`config.mk`:
```
export PLATFORM = sky130hd
export DESIGN_NAME = fft_bitrev_pingpong
export DESIGN_NICKNAME = d
export VERILOG_FILES = /design/src/rtl/fft_pkg.sv /design/src/rtl/fft_frame_bank.sv /design/src/rtl/fft_bitrev_pingpong.sv
export SDC_FILE = /design/constraint.sdc
export NUM_CORES = 1
export LEC_CHECK = 0
export CORE_ASPECT_RATIO = 2
export CORE_MARGIN = 2
export CORE_UTILIZATION = 25
export DETAILED_ROUTE_END_ITERATION = 16
export SYNTH_ARGS = -nofsm -noshare
export SYNTH_HDL_FRONTEND = slang
export SYNTH_SLANG_ARGS = --single-unit
```
`constraint.sdc`:
```
create_clock -name clk_i -period 8.1 [get_ports clk_i]
set_input_delay 1.62 -clock clk_i [delete_from_list [all_inputs] [get_ports clk_i]]
set_output_delay 1.62 -clock clk_i [all_outputs]
set_load 0.05 [all_outputs]
```
`src/rtl/fft_pkg.sv`:
```
// Shared constants, sample type and bit-reversal helper for the FFT input path.
package fft_pkg;

   localparam int unsigned FFT_N_POINTS = 8;
   localparam int unsigned FFT_DATA_W   = 50;

   typedef logic [FFT_DATA_W-1:0] sample_t;

   // Shifts the low log2n bits of idx out LSB-first into the result, reversing their order.
   function automatic logic [31:0] bitrev(input logic [31:0] idx, input int unsigned log2n);
      logic [31:0] src;
      logic [31:0] r;
      src = idx;
      r   = '0;
      for (int unsigned i = 0; i < 32; i++) begin
         if (i < log2n) begin
            r   = {r[30:0], src[0]};
            src = src >> 1;
         end
      end
      return r;
   endfunction

endpackage

```
`src/rtl/fft_frame_bank.sv`:
```
// One frame of sample storage: synchronous write port, combinational read mux.
module fft_frame_bank
   import fft_pkg::*;
#(
   parameter int unsigned N_POINTS = FFT_N_POINTS,
   parameter int unsigned DATA_W   = FFT_DATA_W,
   parameter int unsigned LOG2N    = $clog2(N_POINTS)
) (
   input  logic              clk_i,
   input  logic              we,
   input  logic [LOG2N-1:0]  waddr,
   input  logic [DATA_W-1:0] wdata,
   input  logic [LOG2N-1:0]  raddr,
   output logic [DATA_W-1:0] rdata
);

   logic [DATA_W-1:0] mem [N_POINTS];

   always_ff @(posedge clk_i) begin
      if (we) begin
         mem[waddr] <= wdata;
      end
   end

   assign rdata = mem[raddr];

endmodule

```
`src/rtl/fft_bitrev_pingpong.sv`:
```
// Ping-pong frame capture for the streaming FFT: bit-reversed write, natural-order
// read-out with index/tlast, and tlast framing-error detection.
module fft_bitrev_pingpong
   import fft_pkg::*;
#(
   parameter int unsigned N_POINTS  = FFT_N_POINTS,
   parameter int unsigned DATA_W    = FFT_DATA_W,
   parameter int unsigned BITREV_EN = 1,
   parameter int unsigned LOG2N     = $clog2(N_POINTS)
) (
   input  logic              clk_i,
   input  logic              rst_i,
   input  logic              s_tvalid,
   output logic              s_tready,
   input  logic [DATA_W-1:0] s_tdata,
   input  logic              s_tlast,
   output logic              m_tvalid,
   input  logic              m_tready,
   output logic [DATA_W-1:0] m_tdata,
   output logic              m_tlast,
   output logic [LOG2N-1:0]  m_idx,
   output logic              err_early_o,
   output logic              err_late_o,
   output logic [1:0]        frames_pending_o
);

   localparam logic [LOG2N-1:0] CNT_LAST = LOG2N'(N_POINTS - 1);

   logic              ready_en;
   logic [LOG2N-1:0]  wr_cnt;
   logic [LOG2N-1:0]  rd_cnt;
   logic              wr_bank;
   logic              rd_bank;
   logic [1:0]        full;
   logic [1:0]        full_nxt;
   logic [LOG2N-1:0]  wr_addr;
   logic [DATA_W-1:0] bank_rdata [2];

   logic in_fire;
   logic out_fire;
   logic wr_last;
   logic rd_last;
   logic commit;
   logic release_bank;

   assign s_tready     = ready_en & ~full[wr_bank];
   assign in_fire      = s_tvalid & s_tready;
   assign wr_last      = (wr_cnt == CNT_LAST);
   assign commit       = in_fire & wr_last;

   assign m_tvalid     = full[rd_bank];
   assign out_fire     = m_tvalid & m_tready;
   assign rd_last      = (rd_cnt == CNT_LAST);
   assign release_bank = out_fire & rd_last;

   assign wr_addr = (BITREV_EN != 0) ? LOG2N'(bitrev(32'(wr_cnt), LOG2N)) : wr_cnt;

   // Commit and release always target different banks, so both updates can apply together.
   always_comb begin
      full_nxt = full;
      if (commit) begin
         full_nxt[wr_bank] = 1'b1;
      end
      if (release_bank) begin
         full_nxt[rd_bank] = 1'b0;
      end
   end

   always_ff @(posedge clk_i or posedge rst_i) begin
      if (rst_i) begin
         ready_en    <= 1'b0;
         full        <= '0;
         wr_cnt      <= '0;
         wr_bank     <= 1'b0;
         err_early_o <= 1'b0;
         err_late_o  <= 1'b0;
      end else begin
         ready_en    <= 1'b1;
         full        <= full_nxt;
         err_early_o <= in_fire & s_tlast & ~wr_last;
         err_late_o  <= commit & ~s_tlast;
         if (in_fire) begin
            if (wr_last || s_tlast) begin
               wr_cnt <= '0;
            end else begin
               wr_cnt <= wr_cnt + 1'b1;
            end
            if (wr_last) begin
               wr_bank <= ~wr_bank;
            end
         end
      end
   end

   always_ff @(posedge clk_i or posedge rst_i) begin
      if (rst_i) begin
         rd_cnt  <= '0;
         rd_bank <= 1'b0;
      end else if (out_fire) begin
         if (rd_last) begin
            rd_cnt  <= '0;
            rd_bank <= ~rd_bank;
         end else begin
            rd_cnt <= rd_cnt + 1'b1;
         end
      end
   end

   fft_frame_bank #(
      .N_POINTS (N_POINTS),
      .DATA_W   (DATA_W),
      .LOG2N    (LOG2N)
   ) u_bank0 (
      .clk_i (clk_i),
      .we    (in_fire & ~wr_bank),
      .waddr (wr_addr),
      .wdata (s_tdata),
      .raddr (rd_cnt),
      .rdata (bank_rdata[0])
   );

   fft_frame_bank #(
      .N_POINTS (N_POINTS),
      .DATA_W   (DATA_W),
      .LOG2N    (LOG2N)
   ) u_bank1 (
      .clk_i (clk_i),
      .we    (in_fire & wr_bank),
      .waddr (wr_addr),
      .wdata (s_tdata),
      .raddr (rd_cnt),
      .rdata (bank_rdata[1])
   );

   // Bank storage is never reset, so data is gated to zero whenever nothing is valid.
   assign m_tdata          = m_tvalid ? bank_rdata[rd_bank] : '0;
   assign m_idx            = rd_cnt;
   assign m_tlast          = rd_last;
   assign frames_pending_o = {1'b0, full[0]} + {1'b0, full[1]};

endmodule

```
After elaboration in Yosys (flattened, before gate mapping). Memories as Yosys holds them, arrays and structs flattened. Cells that the tools add are included.

Bits in registers: 13. Memory bits (writable): 800. Bits of input ports: 55. Output and inout port bits: 60. Memories kept: 2.

Memory list: u_bank0.mem (depth 8, width 50, read ports 1, clocked after Yosys merged registers in 0, wr ports 1, RTL line fft_frame_bank.sv:17) `logic [DATA_W-1:0] mem [N_POINTS];`; u_bank1.mem (depth 8, width 50, read ports 1, clocked after Yosys merged registers in 0, wr ports 1, RTL line fft_frame_bank.sv:17).

Add/subtract/negate cells: 3. Order comparisons: 5. Equality and inequality tests: 2. Mux-type cells: 20. Bitwise operators: 19. Reductions and logical operators: 5.

Operator list (number): 50-bit 2-to-1 mux (4); 1-bit bitwise AND (10); 1-bit 2-to-1 mux (10); 3-bit by 1-bit adder with 3-bit output (second input constant) (2); 3-bit == test (second input constant) (2); 3-bit 2-to-1 mux (2); 1-bit NOT (5); 1-bit by 2-bit less-than comparator with 1-bit output (second input constant) (2); 2-bit 2-to-1 mux (2); 2-bit AND reduction (2); 1-bit by 1-bit adder with 2-bit output (1); 2-bit bitwise AND (1); 1-bit demux with 1-bit select (2); 1-bit greater-or-equal comparator (second input constant) (2); 2-bit greater-or-equal comparator (second input constant) (1); 1-bit logical AND (2); 1-bit NOT with 2-bit output (1); 2-bit NOT (1); 2-bit OR (1); 1-bit logical OR (1).

Depth between registers and ports, before layout.
Depth after elaboration: 9. Mapped depth: 7.

Cells and area by module. From an unflattened synthesis, not the netlist that was laid out.

Cells, all modules: 1346. Area total of the unflattened synthesis: 32294.7 um^2.

By module, submodules not included: fft_frame_bank (times used 2, cells each 591, area each 15449.8 um^2, seq. area each 12011.5 um^2); fft_bitrev_pingpong (times used 1, cells each 164, area each 1395.1 um^2, seq. area each 325.3 um^2).

Worst setup path after synthesis. No wires, ideal clock.

Path type: reg-to-output. Start point: reg rd_cnt[0], in the netlist m_idx[0]. End point: out m_tdata[48]. Arrival time: 2.575 ns. Required time: 6.480 ns. Path slack: 3.905 ns. Cell stages (with the launch flop): 6. Path buffers: 2. Cell sequence: dfrtp_1 > buf_6 > buf_4 > mux4_2 > mux2i_1 > o32ai_1.

Cells in the longest elaborated chain, start to end: 5. Elaborated cells on any way between the ends: 6.

Ends and longest elaborated chain: start: declaration (RTL line fft_bitrev_pingpong.sv:31) `logic [LOG2N-1:0] rd_cnt;`; start signal: assignment (RTL line fft_bitrev_pingpong.sv:104) `rd_cnt <= rd_cnt + 1'b1;`; memory read 8 x 50 bit; 50-bit 2-to-1 mux (not written as such) (*) (3 in a row) (RTL line fft_bitrev_pingpong.sv:136) `assign m_tdata = m_tvalid ? bank_rdata[rd_bank] : '0;`; 50-bit 2-to-1 mux (*) (RTL line fft_bitrev_pingpong.sv:136); end: declaration (RTL line fft_bitrev_pingpong.sv:19) `output logic [DATA_W-1:0] m_tdata,`.

Mark *: on every way between the ends. The rest lies on a longest branch, timed or not. The select of a mux whose other input is x is not followed.

Worst setup path in the final report.
Start point: reg rd_cnt[2], in the netlist m_idx[2]. End point: out m_tdata[26].

The elaborated chain is that of the path after synthesis.

==> summary.txt <==
status: finished, final reports clean
crit-path max FO: 43
hold path cells: 1
vias in the first global route: 16100
commonest non-fill, non-tap cell in the layout: edfxtp_1
Num Clock Sinks: 813
die width: 254 µm
commonest cells after routing, fill and taps aside: 800 x edfxtp_1, 153 x nand2_1, 151 x mux4_2
fin crit share: 71.6%
Mapped Nets: 1576
RSZ-0062 raised after global routing: false
sequential area share after synthesis: 77.6%
worst skew pair latency: 0.64 ns
PwrDens: 254 mW/mm²
Routed WL: 77600 µm
antenna violations before repair: 11
FF/Latch Area: 0.0244 mm²
LEAKAGE: 10.6 nW
Tmin final: 5.80 ns
Vias: 15300
crit start category: flop
I/O pins: 115
# hold bufs at CTS: 0
drt wl/cell: 23.2 µm
number of synthesized register bits: 813
Multi-input gate area: 0.00661 mm²
Setup CP Type: reg2out
post-route design area: 0.0364 mm²
worst reg2reg startpoint: full[0]$_DFF_PP0_
Ys Warns: 0
Starting Density: 25.2%
Post-Place Cell Area: 0.0344 mm²
clock root cell: clkbuf_16
Netlist Area Pre-Place: 0.0314 mm²
Pre-antenna DRT Iters: 5
post-synth cell types: 33
gpl congestion: 0.707
FMAX: 173 MHz
Area growth syn-to-layout: 16.2%
# rows: 183
final setup fails: 0
first-pass GRT wire length: 112000 µm
Via-to-Cell Ratio: 4.56
R2R Setup Slk: 5.18 ns
initial DRC count: 1468
Routed Antenna Nets: 0
HP Class: reg2reg
Net count, final: 1692
syn avg cell area: 20.7 µm²
clk slew on worst S/H paths: 0.08 ns
setup tns final: 0 ns
R2R cell count: 3
# resized after CTS: 0
share of post-route cells with drive strength above 1: 17.2%
WP data required: 6.48 ns
MaxCap Viol Count: 0
DRC viols: 0
Worst Skew: 0.0324 ns
Clock Path Buffers: 3
CTS tree: yes
core area: 0.124 mm²
dpl hpwl: 39900 µm
post-synthesis cell count: 1512
WP data arrival: 4.18 ns
worst flop-to-flop path endpoint: u_bank0.mem[7][13]$_DFFE_PP_
largest net degree at the start of global routing: 76
Total GRT Usage: 11.9%
number of port buffers: 114
Worst Hold Endpoint: wr_bank$_DFFE_PP0N_
Critical Path Sink Type: output port
Die H: 505 µm
setup bufs post-CTS: 0
worst hold start: wr_bank$_DFFE_PP0N_
total gr overflow: 0
Inserted Clock Buffers: 59
die area: 0.128 mm²
actual slew at the worst max-slew pin: 1.17 ns
worst vdd ir: 0.200 mV
Rel. slew slack: 22.1%
Hold Violations, Final: 0
max-slew violation count: 0
H-tree levels: 2
Fillers: 12000
==> state kept, by name (all words and copies together), names as in the netlist <==
name	cells
err_early_o	1
err_late_o	1
full	2
m_idx	3
rd_bank	1
ready_en	1
u_bank0.mem	400
u_bank1.mem	400
wr_bank	1
wr_cnt	3
==> routing by layer <==
layer  vias up  track usage, %  part of all wire [%]
li1       6511               -                     -
met1      8078            15.0                    41
met2       501            20.5                    50
met3       145            2.04                   5.7
met4        16            4.35                   3.0
met5         -               0                  0.13
==> stage by stage <==
| stage | std cells | power [mW] | setup WS [ns] | utilization [%] | hold slack, ns |
|---|---|---|---|---|---|
| final | 3345 | 9.26 | 2.30 | 29.3 | 0.558 |
| after global routing | 3344 | 9.58 | 2.17 | 29.3 | 0.590 |
| after CTS | 3342 | 9.36 | 2.22 | 29.3 | 0.560 |
| after detailed placement | 3232 | 6.26 | 2.94 | 27.7 | 0.541 |
| after global placement | 3232 | 6.24 | 2.92 | 27.7 | 0.525 |
| after floorplan | 1512 | 5.98 | 3.91 | - | 0.505 |
==> power by group <==
| part | internal [mW] | leakage (nW) | switching, mW |
|---|---|---|---|
| Sequential | 4.68 | 7.38 | 0.0668 |
| Combinational | 0.687 | 2.24 | 0.705 |
| Clock | 1.68 | 0.980 | 1.44 |
==> cell usage after synthesis <==
| cell type | number | area [µm²] |
|---|---|---|
| a21o_1 | 4 | 30.0 |
| a31oi_1 | 2 | 12.5 |
| a32oi_1 | 49 | 429 |
| and2_1 | 7 | 43.8 |
| and2b_1 | 1 | 7.51 |
| and3_1 | 13 | 81.3 |
| buf_1 | 3 | 11.3 |
| buf_2 | 30 | 150 |
| buf_4 | 14 | 105 |
| buf_6 | 11 | 124 |
| clkbuf_1 | 26 | 97.6 |
| conb_1 | 1 | 3.75 |
| dfrtp_1 | 13 | 325 |
| edfxtp_1 | 800 | 24000 |
| ha_1 | 9 | 113 |
| inv_1 | 5 | 18.8 |
| mux2_2 | 2 | 22.5 |
| mux2i_1 | 101 | 1010 |
| mux4_2 | 151 | 3400 |
| nand2_1 | 153 | 574 |
| nand2b_1 | 1 | 6.26 |
| nand3_1 | 2 | 10.0 |
| nand4_1 | 50 | 313 |
| nor2_1 | 3 | 11.3 |
| nor2b_1 | 1 | 6.26 |
| nor3_1 | 2 | 10.0 |
| nor3b_1 | 2 | 15.0 |
| nor4_1 | 1 | 6.26 |
| o211ai_1 | 49 | 368 |
| o21ai_0 | 3 | 15.0 |
| o21ai_1 | 1 | 5.00 |
| o32ai_1 | 1 | 8.76 |
| o41ai_1 | 1 | 8.76 |
==> cells by family after synthesis <==
| family | Yosys count | synth area share [%] |
|---|---|---|
| flip-flops | 813 | 77.6 |
| adder cells (fa/ha/maj) | 9 | 0.359 |
| AO/OA/AOI/OAI | 110 | 2.80 |
| other | 1 | 0.0120 |
| multiplexers | 254 | 14.1 |
| AND/OR/NAND/NOR | 236 | 3.46 |
| buffers and inverters | 89 | 1.62 |
==> cell type report <==
| cell class | count | area share (%) |
|---|---|---|
| inverters | 5 | 0.0515 |
| multi-input cells | 610 | 18.1 |
| repair buffers | 139 | 3.72 |
| well taps | 1665 | 5.72 |
| diodes | 3 | 0.0206 |
| flip-flops and latches | 813 | 66.9 |
| clock buffers | 69 | 4.21 |
| clock inverters | 41 | 1.30 |
==> worst max-delay path: stages, from the launching register on <==
cell and delay, ns:
dfrtp_4 0.77, buf_4 0.57, and2_4 0.85, nand2_1 0.15, o211ai_1 0.25, clkdlybuf4s50_1 0.91
==> worst max-delay path by stage <==
stage                          from           to  slack, ns  depth (start not counted)
4_1_cts        m_idx[2]$_DFFE_PP0N_  m_tdata[31]       2.22                          5
5_1_grt        m_idx[2]$_DFFE_PP0N_  m_tdata[29]       2.17                          7
2_1_floorplan  m_idx[0]$_DFFE_PP0N_  m_tdata[48]       3.91                          5
3_5_place_dp   m_idx[2]$_DFFE_PP0N_  m_tdata[31]       2.94                          5
3_3_place_gp   m_idx[2]$_DFFE_PP0N_  m_tdata[26]       2.92                          5
6_report       m_idx[2]$_DFFE_PP0N_  m_tdata[26]       2.30                          5
(Power assumes the default switching activity.)
